===== src/rtl/pipelined_mac_array.sv =====
// Multi-lane two-stage multiply-accumulate engine: registered products, then per-lane
// accumulation over in_last-framed packets, one result vector per packet on a valid/ready stream.
module pipelined_mac_array #(
    parameter int DATA_WIDTH   = 32,
    parameter int WEIGHT_WIDTH = 8,
    parameter int LANES        = 4,
    parameter bit SATURATE     = 1'b0
) (
    input  logic                            clk,
    input  logic                            rst,
    input  logic                            in_valid,
    output logic                            in_ready,
    input  logic                            in_last,
    input  logic [LANES*DATA_WIDTH-1:0]     in_data,
    input  logic [LANES*WEIGHT_WIDTH-1:0]   in_weight,
    input  logic [LANES*DATA_WIDTH-1:0]     in_bias,
    output logic                            out_valid,
    input  logic                            out_ready,
    output logic [LANES*DATA_WIDTH-1:0]     out_data,
    output logic                            busy
);

    localparam int PW = DATA_WIDTH + WEIGHT_WIDTH;
    localparam int SW = PW + 1;

    logic                  r_first;
    logic                  r_s1_valid;
    logic                  r_s1_first;
    logic                  r_s1_last;
    logic                  r_out_valid;
    logic [PW-1:0]         r_prod [LANES];
    logic [DATA_WIDTH-1:0] r_bias [LANES];
    logic [DATA_WIDTH-1:0] r_acc  [LANES];
    logic [DATA_WIDTH-1:0] r_out  [LANES];
    logic [SW-1:0]         w_sum  [LANES];
    logic [DATA_WIDTH-1:0] w_next [LANES];
    logic                  w_advance;

    // Only a completed result that cannot leave the output register stalls the pipe.
    assign w_advance = !(r_s1_valid && r_s1_last) || !r_out_valid || out_ready;
    assign in_ready  = w_advance;
    assign out_valid = r_out_valid;
    assign busy      = r_s1_valid || !r_first;

    // Saturation is sticky without extra state: an all-ones accumulator plus any product clamps again.
    always_comb begin
        for (int i = 0; i < LANES; i++) begin
            w_sum[i] = SW'(r_s1_first ? r_bias[i] : r_acc[i]) + SW'(r_prod[i]);
            if (SATURATE && (w_sum[i][SW-1:DATA_WIDTH] != '0))
                w_next[i] = '1;
            else
                w_next[i] = w_sum[i][DATA_WIDTH-1:0];
        end
    end

    always_comb begin
        out_data = '0;
        for (int i = 0; i < LANES; i++)
            out_data[i*DATA_WIDTH +: DATA_WIDTH] = r_out[i];
    end

    always_ff @(posedge clk or posedge rst) begin
        if (rst) begin
            r_first     <= 1'b1;
            r_s1_valid  <= 1'b0;
            r_s1_first  <= 1'b0;
            r_s1_last   <= 1'b0;
            r_out_valid <= 1'b0;
            for (int i = 0; i < LANES; i++) begin
                r_prod[i] <= '0;
                r_bias[i] <= '0;
                r_acc[i]  <= '0;
                r_out[i]  <= '0;
            end
        end else if (w_advance) begin
            r_s1_valid <= in_valid;
            if (in_valid) begin
                r_first    <= in_last;
                r_s1_first <= r_first;
                r_s1_last  <= in_last;
                for (int i = 0; i < LANES; i++) begin
                    r_prod[i] <= PW'(in_data[i*DATA_WIDTH +: DATA_WIDTH])
                               * PW'(in_weight[i*WEIGHT_WIDTH +: WEIGHT_WIDTH]);
                    if (r_first)
                        r_bias[i] <= in_bias[i*DATA_WIDTH +: DATA_WIDTH];
                end
            end
            if (r_s1_valid) begin
                for (int i = 0; i < LANES; i++) begin
                    r_acc[i] <= w_next[i];
                    if (r_s1_last)
                        r_out[i] <= w_next[i];
                end
            end
            if (r_s1_valid && r_s1_last)
                r_out_valid <= 1'b1;
            else if (out_ready)
                r_out_valid <= 1'b0;
        end
    end

endmodule


===== config.mk =====
export PLATFORM = sky130hd
export DESIGN_NAME = pipelined_mac_array
export DESIGN_NICKNAME = d
export VERILOG_FILES = /design/src/rtl/pipelined_mac_array.sv
export SDC_FILE = /design/constraint.sdc
export NUM_CORES = 2
export LEC_CHECK = 0
export CORE_UTILIZATION = 61
export CTS_CLUSTER_DIAMETER = 40
export DETAILED_ROUTE_END_ITERATION = 16
export HOLD_SLACK_MARGIN = 0.03
export PLACE_DENSITY = 0.88
export SYNTH_ARGS = -nofsm -noshare
export SYNTH_HDL_FRONTEND = slang
export SYNTH_SLANG_ARGS = --single-unit

===== constraint.sdc =====
create_clock -name clk -period 18.8 [get_ports clk]
set_clock_uncertainty 0.15 [all_clocks]
set_input_delay 1.88 -clock clk [delete_from_list [all_inputs] [get_ports clk]]
set_output_delay 1.88 -clock clk [all_outputs]
set_load 0.02 [all_outputs]

==> metrics.cfg <==
[run_status]
outcome=completed

[timing]
fmax_mhz=126.9
setup_tns_ps=0
period_share=0.4191
setup_violations=0
setup_slack_ps=10920
hold_viol=0
worstMarginPinSlew_ps=1280
rsz0062_at_grt=no
maxSlewViolCount=0
slew-limit-headroom=0.1438
period_minus_slack_ps=7879

[yosys]
syn-cell-area_sq_mm=0.05212
ys_seq_elements=517
synth_top_area_frac=0.2477
synth.distinct_cells=76
yosys_warnings=0
synth_mux_area_frac=0.08034
synthArstFlopShare=1.000
synth_top_family_by_area=adder cells
syn_area_per_cell_sq_um=9.681
synth_compound_area_frac=0.09354
synth_edf_count=0
syn_nets=6589
yosysTopAreaCell=dfrtp_1
yosys-top-cells-area=dfrtp_1 25%, fa_1 24%, and2_1 8.1%
yosys.area_share.simple=0.1678
synth_cells=5384
yosys.area_share.adder=0.3094
synthXorXnorAreaFrac=0.04453
ys_seq_area_frac=0.2482
ys.flop_type=dfrtp_1

[cts]
clock-sinks=517
cts-resized-gates=0
cts_inserted_buffers=78
cts_max_path_buffers=3
clk_pin_slew_ps=60
clock-root-buffer=clkbuf_16
clk_latency_ps=620
htree_levels=3
cts_hold_buf=0
tritoncts=built
post-cts-setup-buffers=0

[critical_path]
critPathMaxFanout=30
max_stage_delay_ps=1200
crit_family=adder cells
crit_top_cell=fa_1
cp.arrival_ps=8200
endpoint_kind=flip-flop
crit_path_top_delay_cell=clkdlybuf4s50_1
path_class=primary input to flip-flop
critPathBufInv=4
startpoint_type=primary input
critical_path_required_ps=19120
crit_chain=clkdlybuf4s50_1, nand2_1, fa_1, fa_1, inv_1, fa_1, inv_1, fa_1, inv_1, ha_1, o21a_1, o31a_1, o31ai_1, o32ai_1, o31ai_1, o21ai_1, a21o_1, a21oi_1, xnor2_1, o21ai_1

[detailed_routing]
ant_nets=0
firstDrtPassIters=6
vias=40153
first_iter_violations=2328
avgRoutedWirePerCell_um=19.45
drc=0
via_per_inst=5.807
totalWireLength_um=134500

[grt]
grt_pass1_vias=42539
grt.total_usage=0.3170
grt_max_degree=158
antenna_found_initial=13
grt_first_pass_wirelength_um=218400
grt_overflow_total=0

[placement]
dp_cells=6769
port_buffers=423
dpl.hpwl_um=99970
post-place-ws_ps=10360
gp_congestion=0.9101

[floorplanning]
start_util=0.6199
die_area_sq_mm=0.08662
rows=106
die_h_um=294.3
ioPinCount=424
die_w_um=294.3
coreArea_sq_mm=0.08409

[cells_and_area]
finalCoreUtilization=0.7126
fin_nets=6920
drive_above_1_share=0.09553
layout.cells.non_filler=6915
area_delta_synth_final_pct=14.95

[power]
power_density_mw_per_mm2=168.8
p_leak_nw=28.23
vdd_drop_max_mv=0.09375

[flow_run]
maxCapViolations=0

[min_path]
min_path_type=flip-flop to flip-flop

[power breakdown]
| group | total [mW] | leakage (nW) | switching, mW | internal [mW] |
|---|---|---|---|---|
| combinational | 6.73 | 20.7 | 3.76 | 2.98 |
| clock | 1.43 | 1.26 | 0.595 | 0.835 |
| sequential | 1.95 | 6.23 | 0.336 | 1.62 |
| total | 10.1 | 28.2 | 4.69 | 5.43 |
[cells by family (layout without fill, tap and decap cells)]
group | count (synthesis) | after routing
AND/OR/NAND/NOR | 1761 | 1761
adder cells (fa/ha/maj) | 912 | 912
buffers and inverters | 780 | 1174
AO/OA/AOI/OAI | 776 | 776
flip-flops | 517 | 517
multiplexers | 373 | 373
XOR/XNOR | 265 | 265
other | 0 | 3
[tightest hold or removal path, cell delays in order, from the launching register on]
cell and delay, ps:
dfrtp_1 340, nand2_1 50, nand2_1 50
[final timing paths]
check,from,endpoint,slack [ps],cells after the start
max in group asynchronous,rst,r_prod[22],14540,4
min,out_data[24],out_data[24],320,2
max,in_weight[18],r_prod[71],10920,20
max reg2reg,r_s1_first,out_data[95],12660,14
min reg2reg,out_data[24],out_data[24],320,2
min in group asynchronous,rst,out_data[8],1770,2
[cells in the final DEF, fill, tap and decap left out, drive strengths merged, types with 11 or more instances in the layout]
master / netlist / routed
nand2: 794 / 794
and2: 679 / 679
fa: 628 / 628
inv: 585 / 610
dfrtp: 516 / 516
clkdlybuf4s50: 0 / 423
mux2: 363 / 363
ha: 284 / 284
o21ai: 265 / 265
a21oi: 185 / 185
xnor2: 172 / 172
a21o: 117 / 117
nor2: 97 / 97
xor2: 93 / 93
clkbuf: 180 / 89
nand2b: 44 / 44
nand3: 42 / 42
o21bai: 29 / 29
a211oi: 26 / 26
o21a: 23 / 23
a31oi: 23 / 23
nor3: 23 / 23
buf: 15 / 23
nand4: 22 / 22
clkinv: 0 / 20
nor2b: 15 / 15
o31ai: 14 / 14
o211ai: 13 / 13
and3: 11 / 11
[routing by layer]
metal | part of all wire | routed length, um | GRT usage
met1 | 0.39 | 52980 | 0.3995
met2 | 0.49 | 65470 | 0.5322
met3 | 0.079 | 10570 | 0.06500
met4 | 0.040 | 5342 | 0.1320
met5 | 0.00088 | 118 | 0
[cell usage after synthesis, types with 44 or more instances]
master,n
nand2_1,794
and2_1,679
fa_1,628
xnor2_1,172
a21o_1,117
inv_1,585
nor2_1,97
a21oi_1,185
dfrtp_1,516
nand2b_1,44
xor2_1,93
mux2_2,363
clkbuf_1,179
o21ai_0,259
ha_1,284
[stage by stage]
stage               instance area [sq um]  power [mW]  hold WS (ps)
floorplan                           52130       6.789         295.3
global placement                    57300       8.277         306.8
detailed placement                  57300       8.538         311.6
CTS                                 59910       10.08         323.4
global route                        59920       10.96         341.2
finish                              59920       10.12         322.7
[sequential cells by signal (all words and copies together), names as in the netlist]
register,cells
r_s1_first,1
r_first,1
out_valid,1
out_data,128
r_bias,128
r_s1_valid,1
r_s1_last,1
r_acc,128
r_prod,128
[area by class of cell]
class / count / area (sq um)
inverter: 585 / 2203
fill: 5944 / 24170
clock inverter: 54 / 590.6
clock buffer: 89 / 2023
sequential: 517 / 12940
antenna: 3 / 7.507
multi-input combinational: 4087 / 36300
timing repair buffer: 446 / 4432
tap: 1134 / 1419
Power figures use the tool's default switching activity.
